[src/rtl/pattern_seq_pkg.sv]
// -----------------------------------------------------------------------------
// pattern_seq_pkg
// Shared types and defaults for the pattern sequencer:
//   state_e      - sequencer FSM states (IDLE / RUN / DONE)
//   IDLE_PAT_DEF - pattern driven while not running
//   entry_t      - table entry {pat, dwell} at the default dwell width
//   *_DEF        - default table depth, dwell width and loop counter width
// -----------------------------------------------------------------------------
package pattern_seq_pkg;

    localparam int          DEPTH_DEF    = 8;
    localparam int          DWELL_W_DEF  = 8;
    localparam int          LOOP_W_DEF   = 4;
    localparam logic [2:0]  IDLE_PAT_DEF = 3'b101;

    typedef enum logic [1:0] {
        ST_IDLE = 2'd0,
        ST_RUN  = 2'd1,
        ST_DONE = 2'd2
    } state_e;

    typedef struct packed {
        logic [2:0]             pat;
        logic [DWELL_W_DEF-1:0] dwell;
    } entry_t;

endpackage

[src/rtl/pattern_seq_ctrl_if.sv]
// -----------------------------------------------------------------------------
// pattern_seq_ctrl_if
// Bundles the configuration/command inputs and the pattern outputs of the
// sequencer.
//   master modport: command/config source (drives cfg_*, loops, start, stop;
//                   observes pat, step, busy, done)
//   slave modport : the sequencer itself
// -----------------------------------------------------------------------------
interface pattern_seq_ctrl_if
    import pattern_seq_pkg::*;
#(
    parameter int DEPTH   = DEPTH_DEF,
    parameter int DWELL_W = DWELL_W_DEF,
    parameter int LOOP_W  = LOOP_W_DEF
);
    localparam int AW = $clog2(DEPTH);

    logic               cfg_we;
    logic [AW-1:0]      cfg_addr;
    logic [2:0]         cfg_pat;
    logic [DWELL_W-1:0] cfg_dwell;
    logic [AW-1:0]      cfg_len;
    logic [LOOP_W-1:0]  loops;
    logic               start;
    logic               stop;
    logic [2:0]         pat;
    logic [AW-1:0]      step;
    logic               busy;
    logic               done;

    modport master (
        output cfg_we, cfg_addr, cfg_pat, cfg_dwell, cfg_len, loops, start, stop,
        input  pat, step, busy, done
    );

    modport slave (
        input  cfg_we, cfg_addr, cfg_pat, cfg_dwell, cfg_len, loops, start, stop,
        output pat, step, busy, done
    );

endinterface

[src/rtl/pattern_seq_ctrl_table.sv]
// -----------------------------------------------------------------------------
// pattern_table
// DEPTH-entry register file holding {pat, dwell} per step.
//   i_clk, i_rst      - clock, synchronous active-high reset (clears entries)
//   i_we, i_busy      - write strobe; writes are dropped while i_busy is high
//   i_waddr/i_wpat/i_wdwell - write address and data
//   i_raddr           - asynchronous read address (next-step index)
//   o_rpat/o_rdwell   - read data
// -----------------------------------------------------------------------------
module pattern_table
    import pattern_seq_pkg::*;
#(
    parameter int DEPTH   = DEPTH_DEF,
    parameter int DWELL_W = DWELL_W_DEF
) (
    input  logic                     i_clk,
    input  logic                     i_rst,
    input  logic                     i_we,
    input  logic                     i_busy,
    input  logic [$clog2(DEPTH)-1:0] i_waddr,
    input  logic [2:0]               i_wpat,
    input  logic [DWELL_W-1:0]       i_wdwell,
    input  logic [$clog2(DEPTH)-1:0] i_raddr,
    output logic [2:0]               o_rpat,
    output logic [DWELL_W-1:0]       o_rdwell
);

    typedef struct packed {
        logic [2:0]         pat;
        logic [DWELL_W-1:0] dwell;
    } seq_entry_t;

    seq_entry_t r_mem [DEPTH];

    // Table storage: cleared by reset, written only while the sequencer is not running.
    always_ff @(posedge i_clk) begin
        if (i_rst) begin
            for (int i = 0; i < DEPTH; i++) begin
                r_mem[i] <= '0;
            end
        end else if (i_we && !i_busy) begin
            r_mem[i_waddr] <= {i_wpat, i_wdwell};
        end
    end

    assign o_rpat   = r_mem[i_raddr].pat;
    assign o_rdwell = r_mem[i_raddr].dwell;

endmodule

[src/rtl/pattern_seq_ctrl.sv]
// -----------------------------------------------------------------------------
// pattern_seq_ctrl
// Programmable 3-bit pattern sequencer. Steps through table entries 0..len,
// holding each for dwell+1 cycles, repeating the pass `loops` times
// (0 = forever), then pulses done for one cycle.
//   clk  - single clock, rising edge
//   rst  - synchronous active-high reset (outputs, FSM and table)
//   bus  - pattern_seq_ctrl_if.slave: cfg_we/cfg_addr/cfg_pat/cfg_dwell table
//          writes, cfg_len/loops/start/stop commands, registered pat/step/
//          busy/done outputs
// -----------------------------------------------------------------------------
module pattern_seq_ctrl
    import pattern_seq_pkg::*;
#(
    parameter int         DEPTH    = DEPTH_DEF,
    parameter int         DWELL_W  = DWELL_W_DEF,
    parameter int         LOOP_W   = LOOP_W_DEF,
    parameter logic [2:0] IDLE_PAT = IDLE_PAT_DEF
) (
    input  logic              clk,
    input  logic              rst,
    pattern_seq_ctrl_if.slave bus
);

    localparam int AW = $clog2(DEPTH);

    state_e             r_state, w_state_nxt;
    logic [2:0]         r_pat, w_pat_nxt;
    logic [AW-1:0]      r_step, w_step_nxt;
    logic [AW-1:0]      r_len, w_len_nxt;
    logic [DWELL_W-1:0] r_dwell, w_dwell_nxt;
    logic [LOOP_W-1:0]  r_loop, w_loop_nxt;
    logic               r_inf, w_inf_nxt;
    logic               r_busy, w_busy_nxt;
    logic               r_done, w_done_nxt;

    logic [AW-1:0]      w_rd_addr;
    logic [2:0]         w_tbl_pat;
    logic [DWELL_W-1:0] w_tbl_dwell;
    logic               w_go;
    logic               w_step_end;
    logic               w_more_steps;
    logic               w_final;

    pattern_table #(
        .DEPTH   (DEPTH),
        .DWELL_W (DWELL_W)
    ) u_table (
        .i_clk    (clk),
        .i_rst    (rst),
        .i_we     (bus.cfg_we),
        .i_busy   (r_busy),
        .i_waddr  (bus.cfg_addr),
        .i_wpat   (bus.cfg_pat),
        .i_wdwell (bus.cfg_dwell),
        .i_raddr  (w_rd_addr),
        .o_rpat   (w_tbl_pat),
        .o_rdwell (w_tbl_dwell)
    );

    // Step/pass decode shared by the next-state and datapath logic.
    always_comb begin
        w_go         = bus.start && !bus.stop;
        w_step_end   = (r_dwell == {DWELL_W{1'b0}});
        w_more_steps = (r_step < r_len);
        // Last cycle of the last pass of a finite run; the loop counter sits at 1 there.
        w_final      = w_step_end && !w_more_steps && !r_inf && (r_loop <= LOOP_W'(1));
    end

    // Table read address: the entry loaded on the next step change (step+1, or 0 on start/wrap).
    always_comb begin
        if ((r_state == ST_RUN) && w_more_steps) begin
            w_rd_addr = r_step + AW'(1);
        end else begin
            w_rd_addr = {AW{1'b0}};
        end
    end

    // FSM state register.
    always_ff @(posedge clk) begin
        if (rst) begin
            r_state <= ST_IDLE;
        end else begin
            r_state <= w_state_nxt;
        end
    end

    // FSM next-state logic; stop has priority over everything in IDLE and RUN.
    always_comb begin
        w_state_nxt = r_state;
        case (r_state)
            ST_IDLE: begin
                if (w_go) begin
                    w_state_nxt = ST_RUN;
                end else begin
                    w_state_nxt = ST_IDLE;
                end
            end
            ST_RUN: begin
                if (bus.stop) begin
                    w_state_nxt = ST_IDLE;
                end else if (w_final) begin
                    w_state_nxt = ST_DONE;
                end else begin
                    w_state_nxt = ST_RUN;
                end
            end
            ST_DONE: begin
                w_state_nxt = ST_IDLE;
            end
            default: begin
                w_state_nxt = ST_IDLE;
            end
        endcase
    end

    // FSM output/datapath logic: next values for pattern, step, counters and flags.
    always_comb begin
        w_pat_nxt   = r_pat;
        w_step_nxt  = r_step;
        w_len_nxt   = r_len;
        w_dwell_nxt = r_dwell;
        w_loop_nxt  = r_loop;
        w_inf_nxt   = r_inf;
        w_busy_nxt  = (w_state_nxt == ST_RUN);
        w_done_nxt  = (w_state_nxt == ST_DONE);
        case (r_state)
            ST_IDLE: begin
                if (w_go) begin
                    // Read happens before this edge's table write, so step 0 sees pre-write data.
                    w_pat_nxt   = w_tbl_pat;
                    w_step_nxt  = {AW{1'b0}};
                    w_dwell_nxt = w_tbl_dwell;
                    w_loop_nxt  = bus.loops;
                    w_len_nxt   = bus.cfg_len;
                    w_inf_nxt   = (bus.loops == {LOOP_W{1'b0}});
                end else begin
                    w_pat_nxt  = IDLE_PAT;
                    w_step_nxt = {AW{1'b0}};
                end
            end
            ST_RUN: begin
                if (bus.stop || w_final) begin
                    w_pat_nxt  = IDLE_PAT;
                    w_step_nxt = {AW{1'b0}};
                end else if (!w_step_end) begin
                    w_dwell_nxt = r_dwell - DWELL_W'(1);
                end else if (w_more_steps) begin
                    w_step_nxt  = r_step + AW'(1);
                    w_pat_nxt   = w_tbl_pat;
                    w_dwell_nxt = w_tbl_dwell;
                end else begin
                    // End of a non-final pass: wrap to entry 0 with no gap cycle.
                    w_step_nxt  = {AW{1'b0}};
                    w_pat_nxt   = w_tbl_pat;
                    w_dwell_nxt = w_tbl_dwell;
                    if (!r_inf) begin
                        w_loop_nxt = r_loop - LOOP_W'(1);
                    end else begin
                        w_loop_nxt = r_loop;
                    end
                end
            end
            ST_DONE: begin
                w_pat_nxt  = IDLE_PAT;
                w_step_nxt = {AW{1'b0}};
            end
            default: begin
                w_pat_nxt  = IDLE_PAT;
                w_step_nxt = {AW{1'b0}};
            end
        endcase
    end

    // Output and counter registers.
    always_ff @(posedge clk) begin
        if (rst) begin
            r_pat   <= IDLE_PAT;
            r_step  <= {AW{1'b0}};
            r_len   <= {AW{1'b0}};
            r_dwell <= {DWELL_W{1'b0}};
            r_loop  <= {LOOP_W{1'b0}};
            r_inf   <= 1'b0;
            r_busy  <= 1'b0;
            r_done  <= 1'b0;
        end else begin
            r_pat   <= w_pat_nxt;
            r_step  <= w_step_nxt;
            r_len   <= w_len_nxt;
            r_dwell <= w_dwell_nxt;
            r_loop  <= w_loop_nxt;
            r_inf   <= w_inf_nxt;
            r_busy  <= w_busy_nxt;
            r_done  <= w_done_nxt;
        end
    end

    assign bus.pat  = r_pat;
    assign bus.step = r_step;
    assign bus.busy = r_busy;
    assign bus.done = r_done;

endmodule

[src/flat_wrapper.sv]
// flat-port wrapper written by rule: the top's interface ports become plain ports
module pattern_seq_ctrl_flat import pattern_seq_pkg::*;
#(
    parameter int         DEPTH    = DEPTH_DEF,
    parameter int         DWELL_W  = DWELL_W_DEF,
    parameter int         LOOP_W   = LOOP_W_DEF,
    parameter logic [2:0] IDLE_PAT = IDLE_PAT_DEF
)
  (clk, rst, bus_cfg_we, bus_cfg_addr, bus_cfg_pat, bus_cfg_dwell, bus_cfg_len, bus_loops, bus_start, bus_stop, bus_pat, bus_step, bus_busy, bus_done);
  pattern_seq_ctrl_if #(.DEPTH(DEPTH), .DWELL_W(DWELL_W), .LOOP_W(LOOP_W)) bus_i ();
  input  logic clk;
  input  logic rst;
  input wire logic [$bits(bus_i.cfg_we)-1:0] bus_cfg_we;
  input wire logic [$bits(bus_i.cfg_addr)-1:0] bus_cfg_addr;
  input wire logic [$bits(bus_i.cfg_pat)-1:0] bus_cfg_pat;
  input wire logic [$bits(bus_i.cfg_dwell)-1:0] bus_cfg_dwell;
  input wire logic [$bits(bus_i.cfg_len)-1:0] bus_cfg_len;
  input wire logic [$bits(bus_i.loops)-1:0] bus_loops;
  input wire logic [$bits(bus_i.start)-1:0] bus_start;
  input wire logic [$bits(bus_i.stop)-1:0] bus_stop;
  output wire logic [$bits(bus_i.pat)-1:0] bus_pat;
  output wire logic [$bits(bus_i.step)-1:0] bus_step;
  output wire logic [$bits(bus_i.busy)-1:0] bus_busy;
  output wire logic [$bits(bus_i.done)-1:0] bus_done;
  assign bus_i.cfg_we = bus_cfg_we;
  assign bus_i.cfg_addr = bus_cfg_addr;
  assign bus_i.cfg_pat = bus_cfg_pat;
  assign bus_i.cfg_dwell = bus_cfg_dwell;
  assign bus_i.cfg_len = bus_cfg_len;
  assign bus_i.loops = bus_loops;
  assign bus_i.start = bus_start;
  assign bus_i.stop = bus_stop;
  assign bus_pat = bus_i.pat;
  assign bus_step = bus_i.step;
  assign bus_busy = bus_i.busy;
  assign bus_done = bus_i.done;
  pattern_seq_ctrl #(.DEPTH(DEPTH), .DWELL_W(DWELL_W), .LOOP_W(LOOP_W), .IDLE_PAT(IDLE_PAT)) u_core (.clk(clk), .rst(rst), .bus(bus_i));
endmodule
[config.mk]
export PLATFORM = sky130hd
export DESIGN_NAME = pattern_seq_ctrl_flat
export DESIGN_NICKNAME = d
export VERILOG_FILES = /design/src/rtl/pattern_seq_pkg.sv /design/src/rtl/pattern_seq_ctrl_if.sv /design/src/rtl/pattern_seq_ctrl_table.sv /design/src/rtl/pattern_seq_ctrl.sv /design/src/flat_wrapper.sv
export SDC_FILE = /design/constraint.sdc
export NUM_CORES = 1
export LEC_CHECK = 0
export ABC_AREA = 1
export CORE_UTILIZATION = 54
export CTS_CLUSTER_SIZE = 25
export DETAILED_ROUTE_END_ITERATION = 10
export PLACE_DENSITY = 0.76
export SETUP_SLACK_MARGIN = 0.3
export SLEW_MARGIN = 0
export SYNTH_ARGS = -nofsm -noshare
export SYNTH_HDL_FRONTEND = slang
export SYNTH_SLANG_ARGS = --single-unit
export TNS_END_PERCENT = 5
[constraint.sdc]
create_clock -name clk -period 1.93 [get_ports clk]
set_clock_uncertainty 0.2 [all_clocks]
set_input_delay 0.193 -clock clk [delete_from_list [all_inputs] [get_ports clk]]
set_output_delay 0.193 -clock clk [all_outputs]
set_load 0.1 [all_outputs]
==> impl_metrics.csv <==
group,metric,value,unit
outcome,status,"finished, violations left",
outcome,violations,"setup timing",
pwr,cellPowerDensity,926,nW/um2
cts,cts_buffers,17,
timing,finalSetupViolCount,17,
grt,first_global_vias,4646,
synth,synth_area_leaders,"edfxtp_1 48%, dfxtp_1 9.4%, nand2_1 9.1%, nor2_1 8.4%, nand3_1 6.1%",
placed_design,dpl_worst_slack,-0.321,ns
timing,relSlewSlack,78.2,%
final_layout,design_area,7460,um2
pwr,worst_ir_drop_vdd,620,uV
synth,syn_avg_cell_area,8.91,um2
synth,synth-seq-area-share,57.1,%
cts,postCtsHoldBufs,0,
timing,rsz0062_at_grt,"true",
pwr,internal-power,5.18,mW
pwr,seq_power_share,40.4,%
drt,drt_iter0_drc,366,
final_layout,regArea,3180,um2
timing,fin_setup_tns,-2.72,ns
cts,htreeDepth,4,
setup_path,endpoint_kind,"register",
synth,yosysMostFrequentCell,"nand2_1",
synth,synth_flop_cell,"edfxtp_1",
final_layout,multi_input_area,2190,um2
die,die_w,103,um
setup_path,cp_top_family,"compound AO/OA/AOI/OAI gates",
timing,min_period,2.18,ns
grt,grt_max_degree,39,
setup_path,endpoint,"u_core.bus.pat[1]",
setup_path,critPathLaunchType,"register",
timing,fmax,459,MHz
pwr,leakage,3.21,nW
synth,synth_edf_count,88,
pwr,swShare,24.9,%
timing,hold_viol_final,0,
setup_path,ff2ff_path_depth,11,
timing,worst_pin_slew,0.327,ns
die,rows,36,
final_layout,fillers,602,
synth,synth_xor_area_share,0.632,%
grt,gr-usage-all-layers,30.1,%
synth,ys_types,39,
setup_path,r2r_start,"u_core.r_len[2]",
setup_path,required,2.19,ns
setup_path,max_stage_delay,0.33,ns
timing,holdWs,0.0897,ns
timing,slew_viol_final,0,
die,die-area,10700,um2
setup_path,crit_type,"reg2reg",
timing,setup_ws,-0.249,ns
placed_design,dp_cells,809,
pwr,comb_power_share,12.7,%
synth,synth_nets,654,
timing,period_share,113,%
placed_design,numPortBuffers,33,
setup_path,cp_num_buf_inv,3,
placed_design,placed_cell_area,6420,um2
setup_path,cp_max_fo,7,
cts,clock_sink_count,114,
drt,ant_nets,0,
synth,synthSimpleGateAreaFrac,27.5,%
pwr,power,6.90,mW
final_layout,utilization,75.6,%
synth,netlist.area_leader.share,47.7,%
setup_path,r2r_setup_slack,-0.25,ns
setup_path,crit_chain,"inv_2 -> ha_4 -> a21oi_4 -> nand3_4 -> nor2_8 -> buf_12 -> buf_16 -> nor2_2 -> o31ai_2 -> nand2_2 -> o21ai_1",
setup_path,cp_num_cells,11,
grt,grt_antenna_before_repair,0,
synth,synth-seq-cells,114,
pwr,power_switching,1.72,mW
cts,tritoncts,"yes",
setup_path,cpMaxStageDelayCell,"dfxtp_2",
synth,ys_top_cells_by_count,"134 x nand2_1, 124 x nor2_1, 88 x edfxtp_1, 68 x nand3_1, 63 x inv_1",
drt,remaining_drc_errors,0,
final_layout,final_cells,853,
synth,ys_async_sr_fraction,0,%
synth,synth-compound-area-share,5.58,%
synth,syn_inst,622,
synth,yosysWarningCount,0,
hold_path,min_path_type,"in2reg",
setup_path,critPathLaunch,"u_core.r_len[2]",
synth,synth_mux_area_share,0,%
cts,clock_path_buffers,2,
grt,grt_pass1_wl,23.1,mm
cts,clk-insertion-delay-late,0.53,ns
final_layout,area_delta_synth_final,34.6,%
drt,vias,4837,
setup_path,critPathArrivalTime,2.44,ns
drt,wl,15.4,mm
die,io_pins,34,
final_layout,nets,739,
placed_design,hpwlAfterDp,9.40,mm
pwr,p_clk_share,46.9,%
grt,grt.overflow.total,0,
cts,cts_root_buf,"clkbuf_8",
die,die_h,103,um
final_layout,n_antenna_cell,0,
flow_run,drv_cap,0,
synth,syn-cell-area,5540,um2
synth,yosys.area.top_type,"edfxtp_1",
setup_path,r2r-end,"u_core.bus.pat[1]",
cts,clkTransAtPathRegs,0.06,ns
synth,synthAdderAreaFrac,1.36,%
synth,synth_top_family_by_area,"simple AND/OR/NAND/NOR gates",
final_layout,drive_gt1_share,24.4,%
die,core_area,9860,um2
drt,wl_per_cell,18.0,um
die,initial_core_util,56.2,%
drt,drt-pass1-iter-count,5,
placed_design,place.gp.congestion,0.842,
drt,vias_per_cell,5.67,
-- sequential cells by signal, summed over array words and instances, names as in the netlist, 2 cells and up --
| name | count |
|---|---|
| u_core.r_dwell | 8 |
| u_core.u_table.r_mem | 88 |
| u_core.r_loop | 4 |
| u_core.bus.step | 3 |
| u_core.r_len | 3 |
| u_core.r_state | 2 |
| u_core.bus.pat | 3 |
-- timing repair --
item,CTS,global route
gates resized for setup,38,39
cloned,1,1
pin swaps,22,16
setup buffers,7,3
endpoints found under the setup margin,112,169
-- per-layer routing --
layer  GRT usage, %  up-vias  part of all wire [%]
li1               -     2219                     -
met1           34.7     2261                    37
met2           50.8      298                    50
met3           9.81       59                   9.0
met4           14.5        0                   3.5
met5              0        -                     0
-- power by group through the flow --
stage | Sequential, mW | Combinational, mW | Clock [mW]
2_1_floorplan | 2.85 | 0.436 | 0
3_3_place_gp | 2.83 | 0.743 | 0
3_5_place_dp | 2.83 | 0.768 | 0
4_1_cts | 2.78 | 0.824 | 3.25
5_1_grt | 2.80 | 0.949 | 3.36
6_report | 2.79 | 0.877 | 3.24
-- logic make-up after synthesis --
| family | Yosys count |
|---|---|
| compound gates | 53 |
| xor+xnor | 4 |
| fa+ha+maj | 6 |
| buf+inv | 96 |
| flops | 114 |
| simple gates | 349 |
-- layout by cell type, fill, tap and decap left out, types with 7 or more instances in the layout --
| cell type | n |
|---|---|
| a21oi_1 | 16 |
| o211ai_1 | 7 |
| nand2_2 | 9 |
| nand2_1 | 124 |
| clkbuf_16 | 17 |
| a21oi_2 | 7 |
| nand3_1 | 48 |
| inv_1 | 59 |
| nor2_2 | 7 |
| edfxtp_1 | 88 |
| buf_12 | 16 |
| nand3_2 | 19 |
| clkdlybuf4s50_1 | 25 |
| buf_6 | 7 |
| nor2_1 | 118 |
| buf_4 | 43 |
| o21ai_0 | 15 |
| dfxtp_1 | 20 |
-- how the worst min path moves through the flow --
| stage | start | endpoint | slack, ns | cells after the start |
|---|---|---|---|---|
| after CTS | bus_cfg_len[2] | u_core.r_len[2] | 0.08 | 3 |
| after global placement | u_core.r_len[0] | u_core.r_len[0] | 0.26 | 2 |
| after detailed placement | u_core.r_dwell[0] | u_core.r_dwell[0] | 0.26 | 2 |
| after floorplan | bus_stop | u_core.bus.done | 0.07 | 1 |
| final | bus_cfg_len[2] | u_core.r_len[2] | 0.09 | 3 |
| after global routing | bus_stop | u_core.bus.done | 0.12 | 2 |
-- worst min-delay path: cells and delay by family --
family                 cells  cell delay, ns
AOI/OAI and AO/OA          2            0.19
buffers and inverters      1            0.39
-- cell type report --
| type | count | area share (%) |
|---|---|---|
| repair buffers | 95 | 14.1 |
| clock buffers | 19 | 5.65 |
| clock inverters | 13 | 2.45 |
| multi-input cells | 412 | 29.4 |
| flip-flops and latches | 114 | 42.6 |
| inverters | 67 | 3.52 |
| well taps | 133 | 2.23 |
Power figures use the tool's default switching activity.
